`config.mk`:
```
export PLATFORM = sky130hd
export DESIGN_NAME = lsu_bus_bridge
export DESIGN_NICKNAME = d
export VERILOG_FILES = /design/src/rtl/risc_pkg.sv /design/src/rtl/lsu_load_align.sv /design/src/rtl/lsu_bus_bridge.sv
export SDC_FILE = /design/constraint.sdc
export NUM_CORES = 1
export LEC_CHECK = 0
export ABC_AREA = 1
export BUFFER_PORTS_ARGS = -buffer_cell sky130_fd_sc_hd__buf_2
export CAP_MARGIN = 30
export CELL_PAD_IN_SITES_DETAIL_PLACEMENT = 0
export CELL_PAD_IN_SITES_GLOBAL_PLACEMENT = 1
export CORE_MARGIN = 8
export CORE_UTILIZATION = 39
export CTS_BUF_LIST = sky130_fd_sc_hd__clkbuf_4
export CTS_CLUSTER_SIZE = 30
export DETAILED_ROUTE_END_ITERATION = 12
export PLACE_DENSITY_LB_ADDON = 0.1
export RECOVER_POWER = 50
export SLEW_MARGIN = 20
export SYNTH_ARGS = -nofsm -noshare
export SYNTH_HDL_FRONTEND = slang
export SYNTH_SLANG_ARGS = --single-unit
```
`constraint.sdc`:
```
create_clock -name clk -period 3.3 [get_ports clk]
set_input_delay 0.66 -clock clk [delete_from_list [all_inputs] [get_ports clk]]
set_output_delay 0.66 -clock clk [all_outputs]
set_load 0.01 [all_outputs]
```
`src/rtl/risc_pkg.sv`:
```
// Shared core types: memory access size, LSU bridge state, byte-enable decode.
// Latency: n/a (types, constants and pure functions only).
// Backpressure: n/a.
package risc_pkg;

    typedef enum logic [1:0] {
        MEM_BYTE = 2'b00,
        MEM_HALF = 2'b01,
        MEM_WORD = 2'b10
    } mem_size_t;

    typedef enum logic [1:0] {
        LSU_IDLE = 2'b00,
        LSU_REQ  = 2'b01,
        LSU_RSP  = 2'b10,
        LSU_DONE = 2'b11
    } lsu_state_t;

    localparam logic [3:0] BE_BYTE    = 4'b0001;
    localparam logic [3:0] BE_HALF_LO = 4'b0011;
    localparam logic [3:0] BE_HALF_HI = 4'b1100;
    localparam logic [3:0] BE_WORD    = 4'b1111;

    // Halfwords need an even address, words a 4-byte aligned one; the
    // unused size encoding is treated as a word.
    function automatic logic is_misaligned(input mem_size_t size, input logic [1:0] offset);
        case (size)
            MEM_BYTE: return 1'b0;
            MEM_HALF: return offset[0];
            default:  return (offset != 2'b00);
        endcase
    endfunction

    function automatic logic [3:0] byte_enables(input mem_size_t size, input logic [1:0] offset);
        case (size)
            MEM_BYTE: return BE_BYTE << offset;
            MEM_HALF: return offset[1] ? BE_HALF_HI : BE_HALF_LO;
            default:  return BE_WORD;
        endcase
    endfunction

    // Replicate right-justified store data across all lanes so the byte
    // enables alone select the written bytes.
    function automatic logic [31:0] lane_data(input mem_size_t size, input logic [31:0] wr_data);
        case (size)
            MEM_BYTE: return {4{wr_data[7:0]}};
            MEM_HALF: return {2{wr_data[15:0]}};
            default:  return wr_data;
        endcase
    endfunction

endpackage

```
`src/rtl/lsu_load_align.sv`:
```
// Load alignment: shifts the addressed lane down and sign/zero extends it.
// Latency: combinational, 0 cycles.
// Backpressure: none; pure datapath.
module lsu_load_align
    import risc_pkg::*;
(
    input  mem_size_t   size,
    input  logic [1:0]  offset,
    input  logic        zero_ext,
    input  logic [31:0] rdata,
    output logic [31:0] data
);

    logic [31:0] shifted;

    // Bring the addressed byte/halfword to bit 0, then extend per size.
    always_comb begin
        shifted = rdata >> {offset, 3'b000};
        data    = rdata;
        case (size)
            MEM_BYTE: data = {{24{~zero_ext & shifted[7]}},  shifted[7:0]};
            MEM_HALF: data = {{16{~zero_ext & shifted[15]}}, shifted[15:0]};
            default:  data = rdata;
        endcase
    end

endmodule

```
`src/rtl/lsu_bus_bridge.sv`:
```
// Bridges the core load/store port onto a req/gnt + rvalid system bus.
// Latency: min 3 stall cycles (IDLE, REQ, RSP) with result in the 4th (DONE).
// Backpressure: core stalled until rvalid or RSP timeout; bus fields held until gnt.
module lsu_bus_bridge
    import risc_pkg::*;
#(
    parameter int TIMEOUT_CYCLES = 255
) (
    input  logic        clk,
    input  logic        reset_n,
    input  logic        dmem_req,
    input  logic        dmem_wr_en,
    input  mem_size_t   dmem_size,
    input  logic        dmem_zero_extend,
    input  logic [31:0] dmem_addr,
    input  logic [31:0] dmem_wr_data,
    output logic [31:0] dmem_rd_data,
    output logic        dmem_stall,
    output logic        dmem_misaligned,
    output logic        dmem_err,
    output logic        bus_req,
    input  logic        bus_gnt,
    output logic        bus_we,
    output logic [31:0] bus_addr,
    output logic [3:0]  bus_be,
    output logic [31:0] bus_wdata,
    input  logic        bus_rvalid,
    input  logic [31:0] bus_rdata,
    input  logic        bus_err
);

    localparam int             CW       = $clog2(TIMEOUT_CYCLES + 1);
    localparam logic [CW-1:0]  CNT_LAST = CW'(TIMEOUT_CYCLES - 1);

    lsu_state_t    state;
    logic [CW-1:0] cnt;
    mem_size_t     size_q;
    logic [1:0]    offset_q;
    logic          zext_q;
    logic [31:0]   load_data;
    logic          req_misaligned;

    assign req_misaligned = is_misaligned(dmem_size, dmem_addr[1:0]);

    // Misalignment is only reported while a request is being accepted.
    assign dmem_misaligned = (state == LSU_IDLE) && dmem_req && req_misaligned;

    // Stall is raised combinationally on an accepted request so the core
    // freezes in the same cycle; reset masks it immediately.
    assign dmem_stall = reset_n &&
                        (((state == LSU_IDLE) && dmem_req && !req_misaligned) ||
                         (state == LSU_REQ) || (state == LSU_RSP));

    lsu_load_align u_load_align (
        .size     (size_q),
        .offset   (offset_q),
        .zero_ext (zext_q),
        .rdata    (bus_rdata),
        .data     (load_data)
    );

    // Transaction FSM: latch request, drive bus until gnt, await response or timeout.
    always_ff @(posedge clk or negedge reset_n) begin
        if (!reset_n) begin
            state        <= LSU_IDLE;
            cnt          <= '0;
            size_q       <= MEM_BYTE;
            offset_q     <= 2'b00;
            zext_q       <= 1'b0;
            bus_req      <= 1'b0;
            bus_we       <= 1'b0;
            bus_addr     <= 32'h0;
            bus_be       <= 4'h0;
            bus_wdata    <= 32'h0;
            dmem_rd_data <= 32'h0;
            dmem_err     <= 1'b0;
        end else begin
            case (state)
                LSU_IDLE: begin
                    if (dmem_req && !req_misaligned) begin
                        state     <= LSU_REQ;
                        size_q    <= dmem_size;
                        offset_q  <= dmem_addr[1:0];
                        zext_q    <= dmem_zero_extend;
                        bus_req   <= 1'b1;
                        bus_we    <= dmem_wr_en;
                        bus_addr  <= {dmem_addr[31:2], 2'b00};
                        bus_be    <= byte_enables(dmem_size, dmem_addr[1:0]);
                        bus_wdata <= lane_data(dmem_size, dmem_wr_data);
                    end
                end
                LSU_REQ: begin
                    if (bus_gnt) begin
                        state   <= LSU_RSP;
                        bus_req <= 1'b0;
                        cnt     <= '0;
                    end
                end
                LSU_RSP: begin
                    // A response arriving on the expiry cycle still wins.
                    if (bus_rvalid) begin
                        state        <= LSU_DONE;
                        dmem_err     <= bus_err;
                        dmem_rd_data <= (bus_we || bus_err) ? 32'h0 : load_data;
                    end else if (cnt == CNT_LAST) begin
                        state        <= LSU_DONE;
                        dmem_err     <= 1'b1;
                        dmem_rd_data <= 32'h0;
                    end else begin
                        cnt <= cnt + 1'b1;
                    end
                end
                default: begin
                    // DONE lasts one cycle; result is cleared on leaving it.
                    state        <= LSU_IDLE;
                    dmem_err     <= 1'b0;
                    dmem_rd_data <= 32'h0;
                end
            endcase
        end
    end

endmodule

```
# [Word-level counts from Yosys, hierarchy flattened]
# Cells that the tools add are included.
[classes] addsub=1 reduce_logical=21 eq_ne=10 n_bitwise=4 shift=2 n_mux=24
[ops] operator="32-bit case mux with 2 select lines" n=3
[ops] operator="32-bit two-way mux" n=3
[ops] operator="32-bit by 5-bit right shift with 16-bit output" n=1
[ops] operator="8-bit two-way mux" n=3
[ops] operator="8-bit case mux with 2 select lines" n=1
[ops] operator="8-bit by 1-bit adder with 8-bit output (second input constant)" n=1
[ops] operator="8-bit equality test (second input constant)" n=1
[ops] operator="2-bit two-way mux" n=4
[ops] operator="4-bit case mux with 2 select lines" n=1
[ops] operator="2-bit by 1-bit equality test with 1-bit output (second input constant)" n=3
[ops] operator="2-bit zero test" n=3
[ops] operator="2-bit != test (second input constant)" n=3
[ops] operator="1-bit case mux with 2 select lines" n=3
[ops] operator="2-bit case mux with 3 select lines" n=1
[ops] operator="3-bit AND reduction" n=2
[ops] operator="2-bit nonzero test" n=3
[ops] operator="1-bit logical AND" n=5
[ops] operator="1-bit two-way mux" n=4
[ops] operator="4-bit two-way mux" n=1
[ops] operator="2-bit AND reduction" n=2
[ops] operator="4-bit AND reduction" n=1
[ops] operator="1-bit by 2-bit left shift with 4-bit output (first input constant)" n=1
[ops] operator="1-bit logical OR" n=3
[ops] operator="3-bit by 2-bit != test with 1-bit output (second input constant)" n=1
[ops] operator="other kinds (6)" n=8
[word_totals] out_inout_bits=105 input_bits=106 reg_bits=116

# [Depth between registers and ports, before layout]
# Gate-level depths: netlist of run 1.
[depth] word_depth=7 mapped_depth=11 mapped_depth_nobuf=10

# [By module]
# Synthesis of run 1 repeated with hierarchy kept, for this count alone.
[unflattened] hier_cells=782 hier_area_um2=5955.7
[modules_own_cells] mod="lsu_bus_bridge" area_each_um2=5112.4 n_inst=1 cells_per_inst=608 seq_area_each_um2=2902.8
[modules_own_cells] mod="lsu_load_align" area_each_um2=843.3 n_inst=1 cells_per_inst=174 seq_area_each_um2=0.0

# [Least setup slack after synthesis of run 1]
# OpenSTA, ideal clock, no wires.
[synth_timing] path_type="input port to output port" startpoint="input port dmem_size[1]" endpoint="output port dmem_stall" required_time_ns=2.640 slack_ns=1.054 path_stages=7 t_arrival_ns=1.586 cell_sequence="buf_6 > nor2_8 > inv_2 > nand2_2 > nand2_2 > buf_2 > a21boi_0"
[synth_between] elab_chain_cells=7
[synth_lines] item="start: declaration" line="lsu_bus_bridge.sv:13" text="input mem_size_t dmem_size,"
[synth_lines] item="2-bit by 1-bit equality test with 1-bit output / 2-bit zero test (equally long branches)" line="risc_pkg.sv:27" text="case (size)"
[synth_lines] item="1-bit case mux with 2 select lines (*)" line="risc_pkg.sv:27"
[synth_lines] item="1-bit zero test (*)" line="lsu_bus_bridge.sv:51" text="(((state == LSU_IDLE) && dmem_req && !req_misaligned) ||"
[synth_lines] item="1-bit logical AND (*)" line="lsu_bus_bridge.sv:51"
[synth_lines] item="1-bit logical OR (*)" line="lsu_bus_bridge.sv:51"
[synth_lines] item="1-bit logical OR (*)" line="lsu_bus_bridge.sv:52" text="(state == LSU_REQ) || (state == LSU_RSP));"
[synth_lines] item="1-bit logical AND (*)" line="lsu_bus_bridge.sv:50" text="assign dmem_stall = reset_n &&"
[synth_lines] item="end: declaration" line="lsu_bus_bridge.sv:18" text="output logic dmem_stall,"
# Every way passes the cells marked *; elsewhere a longest branch is shown, timed or not.

# [Worst setup path in the final report of run 1]
[layout_timing] startpoint="register state[1]" endpoint="output port dmem_stall"
[layout_between] elab_chain_cells=6
[layout_lines] item="start: declaration" line="lsu_bus_bridge.sv:35" text="lsu_state_t state;"
[layout_lines] item="start signal: assignment" line="lsu_bus_bridge.sv:65" text="state <= LSU_IDLE;"
[layout_lines] item="start signal: assignment" line="lsu_bus_bridge.sv:81" text="state <= LSU_REQ;"
[layout_lines] item="start signal: assignment" line="lsu_bus_bridge.sv:94" text="state <= LSU_RSP;"
[layout_lines] item="2-bit zero test" line="lsu_bus_bridge.sv:51"
[layout_lines] item="1-bit logical AND (2 in series)" line="lsu_bus_bridge.sv:51"
[layout_lines] item="1-bit logical OR" line="lsu_bus_bridge.sv:51"
[layout_lines] item="1-bit logical OR (*)" line="lsu_bus_bridge.sv:52"
[layout_lines] item="1-bit logical AND (*)" line="lsu_bus_bridge.sv:50"
# Marks and branches as above.

==> results.yml, run 1 <==
cells_and_area:
  post_route_cells_drive_above_1_share_pct: 22.6
  instances_no_fill: 1166
  antenna_cells: 0
  final_area_sq_mm: 0.00715
  syn2layout_area_growth_pct: 22.7
  nets: 1080
  fillCellCount: 1551
critical_path:
  cp_max_fo: 24
  crit_arrival_ns: 2.07
  crit_chain: "inv_1 > ha_1 > nand2_1 > inv_1 > nand2_1 > buf_4 > a21boi_0 > buf_2"
  path_buf_inv: 4
  critPathMaxStageDelay_ns: 0.42
  path_class: "flop to primary output"
  crit_slowest_cell: "dfrtp_1"
  crit_required_ns: 2.64
  end_kind: "primary output"
  start_kind: "flop"
  path_delay_family: "buffers and inverters"
timing:
  period_minus_slack_ns: 2.73
  finalWorstSetupSlack_ns: 0.570
  hold_violations: 0
  tns_ns: 0
  final_max_slew_viol_count: 66
  rsz0062_at_grt: "no"
  finClkSkew_ns: 0.0156
  relSlewSlack_pct: -7.85
  fin_crit_sh_pct: 82.7
  tightest_slew_ns: 1.62
  setup_viol: 0
  max_freq_ghz: 0.366
place:
  dp.cells: 1134
  pre_cts_ws_ns: 0.803
  place.gp.congestion: 0.842
  dp_hpwl_mm: 13.3
  io_buffers: 208
  place_area_sq_mm: 0.00691
yosys:
  syn_inst: 774
  ys_types: 36
  synth_edf_count: 0
  yosys_warnings: 0
  ys_seq_area_share_pct: 49.8
  ys_seq_elements: 116
  yosys_most_used_dff: "dfrtp_1"
  syn_area_per_cell_sq_um: 7.53
  syn_area_sq_mm: 0.00583
  async_flop_share_pct: 100
clock_tree:
  htreeDepth: 4
  numClockSinks: 116
  cts_tree: "done"
  cts_setup_buffers: 0
  ctsResizeCount: 0
  cts-root-buf: "clkbuf_4"
  worstSkewPairLatency_ns: 0.51
  clk_path_buf_depth: 2
  clkTransAtPathRegs_ns: 0.11
  ctsHoldBuffers: 0
  cts_buffers: 17
detailed_routing:
  viasPerCell: 4.85
  antenna_left: 0
  firstDrtPassIters: 5
  totalWireLength_mm: 17.8
  wire_per_inst_microns: 15.3
  drc: 0
  drt_iter0_markers: 304
  vias: 5657
run_status:
  outcome: "complete, but fails checks"
  violations: "capacitance limit, slew limit"
floorplan:
  die_w_microns: 138
  start_util_pct: 39.9
  core_area_sq_mm: 0.0146
  row_count: 44
  io_pins: 211
  die-area_sq_mm: 0.0191
  die_h_microns: 138
run:
  maxCapViolations: 1
power_and_ir_drop:
  power_mw: 5.80
  p_leak_nw: 3.99
  power_density_mw_per_mm2: 811
  vdd_drop_max_v: 0.000377
grt:
  grt_overflow: 0
  grt_max_degree: 66
  groute.usage.overall_pct: 18.7
  antenna_found_initial: 0
  grt_pass1_wl_mm: 29.4
  grt_pass1_vias: 5833
min_path:
  hold_path_class: "primary input to flop"
-- flip-flops by register name (all words and copies together), names as in the netlist --
signal	count
bus_addr	30
bus_be	4
bus_req	1
bus_wdata	32
bus_we	1
cnt	8
dmem_err	1
dmem_rd_data	32
offset_q	2
size_q	2
state	2
zext_q	1
-- tightest hold or removal path, stage by stage --
cell     delay, ns
buf_2         0.07
nand2_1       0.04
nand2_1       0.04
-- per-layer routing --
| layer | global-route usage, % | share of wire (%) |
|---|---|---|
| met1 | 22.3 | 43 |
| met2 | 30.6 | 48 |
| met3 | 7.29 | 7.7 |
| met4 | 5.09 | 0.99 |
| met5 | 0 | 0 |
-- cells in the mapped netlist, types with 5 or more instances --
cell type,count,share of area (%)
buf_2,14,1.2
o21ai_0,38,3.3
a21oi_1,21,1.8
ha_1,5,1.1
nand2_2,9,0.97
buf_6,5,0.97
o21ai_1,23,2.0
inv_1,31,2.0
clkbuf_1,6,0.39
nand4_1,9,0.97
nand2_1,348,22
buf_4,12,1.5
nand3_1,41,3.5
dfrtp_1,116,50
nor2_1,65,4.2
-- stage by stage --
step	hold WS (ns)	util, %
2_1_floorplan	0.364	-
3_3_place_gp	0.458	47.3
3_5_place_dp	0.461	47.3
4_1_cts	0.263	49.5
5_1_grt	0.267	49.0
6_report	0.330	49.0
-- cell families after synthesis --
family,Yosys count,synth area share (%)
AND/OR/NAND/NOR,484,34.0
flip-flops,116,49.8
AO/OA/AOI/OAI,88,7.86
buffers and inverters,77,6.74
adder cells (fa/ha/maj),5,1.07
XOR/XNOR,3,0.451
other,1,0.0643
-- report_power, final --
part	leakage, nW	total (mW)	internal [mW]	switching (mW)
sequential	1.50	2.25	1.91	0.343
combinational	2.31	2.39	0.812	1.58
clock	0.172	1.15	0.628	0.527
total	3.99	5.80	3.35	2.45
-- final cells by class --
| class | instances | area (sq um) | share of cell area (%) |
|---|---|---|---|
| multi-input cells | 582 | 2530 | 35.4 |
| repair buffers | 215 | 1030 | 14.4 |
| well taps | 184 | 230 | 3.22 |
| clock buffers | 21 | 158 | 2.20 |
| inverters | 37 | 141 | 1.98 |
| flip-flops and latches | 116 | 2900 | 40.6 |
| clock inverters | 11 | 159 | 2.22 |
-- final timing paths --
check	startpoint	end	slack, ns	depth (start not counted)
min	dmem_addr[6]	bus_addr[6]	0.33	3
min in group asynchronous	reset_n	dmem_rd_data[23]	0.65	2
min reg2reg	dmem_rd_data[21]	dmem_rd_data[21]	0.48	2
max in group asynchronous	reset_n	bus_wdata[24]	1.55	2
max reg2reg	state[0]	dmem_rd_data[10]	0.99	9
max	state[1]	dmem_stall	0.57	8
-- layout by cell type (no fill, tap or decap), types with 21 or more instances in the layout --
master,netlist,final
inv_1,31,31
dfrtp_1,116,116
clkbuf_4,0,21
nor2_1,65,65
clkbuf_1,6,47
o21ai_1,23,23
a21oi_1,21,21
buf_2,14,161
nand3_1,41,41
nand2_1,348,350
o21ai_0,38,38
No activity file was read; power rests on OpenSTA's default activity.
==> run 2, diff against run 1 <==
--- a/config.mk
+++ b/config.mk
@@ -11,7 +11,7 @@
 export CELL_PAD_IN_SITES_DETAIL_PLACEMENT = 0
 export CELL_PAD_IN_SITES_GLOBAL_PLACEMENT = 1
 export CORE_MARGIN = 8
-export CORE_UTILIZATION = 39
+export CORE_UTILIZATION = 33
 export CTS_BUF_LIST = sky130_fd_sc_hd__clkbuf_4
 export CTS_CLUSTER_SIZE = 30
 export DETAILED_ROUTE_END_ITERATION = 12
==> constraint.sdc (replaced) <==
create_clock -name clk -period 2.4 [get_ports clk]
set_input_delay 0.48 -clock clk [delete_from_list [all_inputs] [get_ports clk]]
set_output_delay 0.48 -clock clk [all_outputs]
set_load 0.01 [all_outputs]
==> results.yml, run 2 (synthesis gave the netlist of run 1 again) <==
grt:
  grt_max_degree: 117
  grt_pass1_wl_mm: 29.8
  groute.usage.overall_pct: 16.9
  grt_overflow: 0
  antenna_found_initial: 3
  grt_pass1_vias: 5589
run:
  maxCapViolations: 1
clock_tree:
  clk_path_buf_depth: 2
  htreeDepth: 4
  cts_buffers: 17
  numClockSinks: 116
  clkTransAtPathRegs_ns: 0.13
  worstSkewPairLatency_ns: 0.53
  cts-root-buf: "clkbuf_4"
  cts_tree: "done"
critical_path:
  worstReg2RegStart: "state[1]"
  end_kind: "primary output"
  cp_max_fo: 10
  crit_arrival_ns: 1.75
  crit_slowest_cell: "dfrtp_1"
  path_delay_family: "flip-flops"
  crit_chain: "clkbuf_4 > ha_2 > nor2_1 > a21boi_1 > buf_2"
  critPathMaxStageDelay_ns: 0.42
  path_class: "flop to primary output"
  path_buf_inv: 2
  start_kind: "flop"
  crit_required_ns: 1.92
  startpoint: "state[1]"
timing:
  fin_crit_sh_pct: 92.8
  final_max_slew_viol_count: 117
  max_freq_ghz: 0.449
  setup_viol: 0
  rsz0062_at_grt: "no"
  relSlewSlack_pct: -9.31
  finalWorstSetupSlack_ns: 0.173
  tns_ns: 0
  period_minus_slack_ns: 2.23
  finClkSkew_ns: 0.0206
  tightest_slew_ns: 1.64
  hold_violations: 0
floorplan:
  die-area_sq_mm: 0.0222
  die_h_microns: 149
  start_util_pct: 33.7
  core_area_sq_mm: 0.0173
  io_pins: 211
  die_w_microns: 149
  row_count: 48
cells_and_area:
  ff_latch_area_sq_mm: 0.00290
  post_route_cells_drive_above_1_share_pct: 24.7
  multi_input_area_sq_mm: 0.00255
  syn2layout_area_growth_pct: 25.7
  final_area_sq_mm: 0.00732
  antenna_cells: 0
  nets: 1091
  fillCellCount: 1913
  final_cell_mix: "349 x nand2_1, 167 x buf_2, 116 x dfrtp_1"
  finish.utilization_pct: 42.3
  final_common_cell: "nand2_1"
  largest_registers: "bus_wdata x32, dmem_rd_data x32, bus_addr x30"
place:
  place.gp.congestion: 0.794
  pre_cts_ws_ns: 0.189
  io_buffers: 208
  place_area_sq_mm: 0.00706
  dp_hpwl_mm: 13.7
min_path:
  holdCritStartpoint: "dmem_addr[11]"
  hold_path_class: "primary input to flop"
power_and_ir_drop:
  p_leak_nw: 4.05
  power_density_mw_per_mm2: 1110
  power_mw: 8.13
  vdd_drop_max_v: 0.000484
detailed_routing:
  dr_wl_met2_mm: 8.60
  met1_length_mm: 8.35
  drt_iter0_markers: 290
  totalWireLength_mm: 18.8
  viasPerCell: 4.58
  firstDrtPassIters: 6
  antenna_left: 0
  vias: 5583
  wl_met3_mm: 1.68
  drc: 0
  maxUsedRoutingLayer: "met5"
  wire_per_inst_microns: 15.4
run_status:
  outcome: "complete, but fails checks"
  violations: "capacitance limit, slew limit"
## run 2: changes by cell type in the layout (fill, tap and decap cells not counted), sizes merged
cell	change
bufinv	-2
buf	+16
clkbuf	-9
clkinvlp	+1
clkinv	-1
inv	+6
## run 2: layout make-up
class                      count  share of cell area, %
clock buffer                  17                   1.74
clock inverter                15                   2.32
inverter                      37                   1.93
multi-input combinational    582                   34.9
sequential                   116                   39.6
tap                          225                   3.84
timing repair buffer         226                   15.7
## run 2: repair_timing
item,CTS,global route
setup endpoints to repair,1,1
hold buffers,0,0
gates resized for setup,3,4
setup buffers,2,0
## run 2: metrics by stage
step	hold slack, ns	cells
floorplan	0.184	775
global placement	0.458	1184
detailed placement	0.460	1184
CTS	0.0449	1218
global route	0.0576	1218
finish	0.127	1218
## run 2: path summary, 6_finish.rpt
check | slack, ns | endpoint | cells past startpoint
setup / recovery | 0.17 | dmem_stall | 5
hold / removal | 0.13 | bus_addr[11] | 3
setup reg to reg | 0.35 | dmem_rd_data[10] | 9
hold reg to reg | 0.49 | bus_addr[22] | 2
max in group asynchronous | 0.77 | dmem_rd_data[21] | 2
min in group asynchronous | 0.57 | cnt[1] | 2
## run 2: worst min-delay path, delay by kind of cell
kind | cells | cell delay [ns]
buffers and inverters | 1 | 0.08
and+or+nand+nor | 2 | 0.08
## run 2: where the power goes
group	total [mW]	internal, mW	switching [mW]
registers	3.00	2.63	0.377
clock network	1.53	0.645	0.888
logic	3.59	1.28	2.31
## run 2: metal layers
| layer | vias to the layer above | track usage [%] |
|---|---|---|
| met1 | 2545 | 21.5 |
| met2 | 180 | 26.0 |
| met5 | - | 0 |
| met4 | 6 | 3.63 |
| li1 | 2840 | - |
| met3 | 12 | 7.22 |
==> run 3, diff against run 2 <==
--- a/config.mk
+++ b/config.mk
@@ -12,7 +12,7 @@
 export CELL_PAD_IN_SITES_GLOBAL_PLACEMENT = 1
 export CORE_MARGIN = 8
 export CORE_UTILIZATION = 33
-export CTS_BUF_LIST = sky130_fd_sc_hd__clkbuf_4
+export CTS_BUF_LIST = sky130_fd_sc_hd__clkbuf_4 sky130_fd_sc_hd__clkbuf_8
 export CTS_CLUSTER_SIZE = 30
 export DETAILED_ROUTE_END_ITERATION = 12
 export PLACE_DENSITY_LB_ADDON = 0.1
==> results.yml, run 3 (synthesis gave the netlist of run 1 again) <==
run_status:
  outcome: "complete, but fails checks"
  violations: "capacitance limit, slew limit"
floorplan:
  core_area_sq_mm: 0.0173
  io_pins: 211
  row_count: 48
  die_h_microns: 149
  die-area_sq_mm: 0.0222
  die_w_microns: 149
  start_util_pct: 33.7
detailed_routing:
  drt_iter0_markers: 302
  antenna_left: 0
  viasPerCell: 4.60
  drc: 0
  totalWireLength_mm: 18.8
  vias: 5603
  wire_per_inst_microns: 15.5
  firstDrtPassIters: 4
timing:
  tightest_slew_ns: 1.64
  rsz0062_at_grt: "no"
  hold_ws_ns: 0.220
  fin_crit_sh_pct: 93.1
  tns_ns: 0
  setup_viol: 0
  hold_violations: 0
  period_minus_slack_ns: 2.23
  relSlewSlack_pct: -9.36
  final_max_slew_viol_count: 117
  max_freq_ghz: 0.448
  finClkSkew_ns: 0.0123
place:
  io_buffers: 208
  dp_hpwl_mm: 13.7
  dp.cells: 1184
  place.gp.congestion: 0.794
cells_and_area:
  syn2layout_area_growth_pct: 26.9
  largest_registers: "bus_wdata x32, dmem_rd_data x32, bus_addr x30"
  final_common_cell: "nand2_1"
  final_cell_mix: "348 x nand2_1, 156 x buf_2, 116 x dfrtp_1"
  finish.utilization_pct: 42.8
  instances_no_fill: 1217
  post_route_cells_drive_above_1_share_pct: 23.2
  nets: 1089
grt:
  groute.usage.overall_pct: 17.0
  grt_pass1_vias: 5570
  antenna_found_initial: 3
  grt_overflow: 0
  grt_max_degree: 117
  grt_pass1_wl_mm: 29.9
clock_tree:
  htreeDepth: 4
  cts_tree: "done"
  clk_path_buf_depth: 2
  cts_buffers: 17
  clkTransAtPathRegs_ns: 0.09
  worstSkewPairLatency_ns: 0.44
  cts_setup_buffers: 0
  numClockSinks: 116
  cts-root-buf: "clkbuf_8"
critical_path:
  crit_path_frequent_cell: "inv_1"
  crit_arrival_ns: 1.75
  crit_slowest_cell: "dfrtp_1"
  path_buf_inv: 3
  cp_max_fo: 13
  start_kind: "flop"
  crit_chain: "inv_1 > ha_1 > nand2_1 > inv_1 > nand2_4 > a21boi_1 > buf_2"
  path_class: "flop to primary output"
  critPathMaxStageDelay_ns: 0.41
  path_delay_family: "flip-flops"
  crit_required_ns: 1.92
  end_kind: "primary output"
power_and_ir_drop:
  power_density_mw_per_mm2: 1140
  vdd_drop_max_v: 0.000486
  power_mw: 8.42
  p_leak_nw: 4.05
run:
  maxCapViolations: 1
min_path:
  hold_path_class: "primary input to flop"
[run 3: changes by cell type in the layout (fill, tap and decap cells not counted)]
cell      before  now
buf_2        167  156
clkbuf_1      41   52
clkbuf_2       1    0
clkbuf_4      19    1
clkbuf_8       0   17
diode_2        0    1
ha_1           3    5
ha_2           1    0
ha_4           1    0
inv_1         30   31
inv_2          5    4
nand2_1      349  348
nand2_2        7    8
[run 3: repair_timing]
| item | CTS | global route |
|---|---|---|
| gates resized for setup | 0 | 2 |
| hold buffers | 0 | 0 |
| endpoints found under the setup margin | 0 | 1 |
| hold endpoints to repair | 0 | 0 |
[run 3: power breakdown]
part,leakage (nW),switching [mW],internal (mW),total [mW]
Clock,0.200,0.935,0.948,1.88
Combinational,2.35,2.30,1.23,3.53
Sequential,1.50,0.383,2.63,3.01
[run 3: final timing paths]
path	startpoint	end	slack [ns]	cells after the start
max	state[1]	dmem_stall	0.17	7
min	dmem_addr[11]	bus_addr[11]	0.22	3
max reg2reg	state[0]	dmem_rd_data[10]	0.29	9
min reg2reg	bus_addr[22]	bus_addr[22]	0.48	2
max in group asynchronous	reset_n	dmem_rd_data[11]	0.68	2
min in group asynchronous	reset_n	cnt[6]	0.67	2
[run 3: through the flow]
step	setup slack (ns)	area, sq um
after floorplan	0.514	5830
after global placement	0.254	7060
after detailed placement	0.189	7060
after CTS	0.0361	7470
after global routing	0.0174	7390
final	0.166	7390
[run 3: worst register-to-register path, cell delays in order (launching register included)]
cell and delay (ns):
dfrtp_1 0.40, inv_1 0.09, ha_1 0.38, inv_1 0.17, nor2_1 0.14, nand2_2 0.12, nand3_4 0.16, clkinv_1 0.29
nand2_1 0.18, nand2_1 0.06
[run 3: area by class of cell]
type,instances,area (sq um)
Antenna cell,1,2.50
Clock buffer,17,234
Clock inverter,15,170
Fill cell,1905,9900
Inverter,37,141
Multi-Input combinational cell,582,2540
Sequential cell,116,2900
Tap cell,225,282
Timing Repair Buffer,224,1120
[run 3: routing by layer]
layer  global-route usage, %  wire [microns]  up-vias
met1                    21.7            8320     2572
met3                    7.13            1620       14
met2                    26.2            8730      177
met5                       0              32        -
met4                    4.39             147        6
li1                        -               -     2834
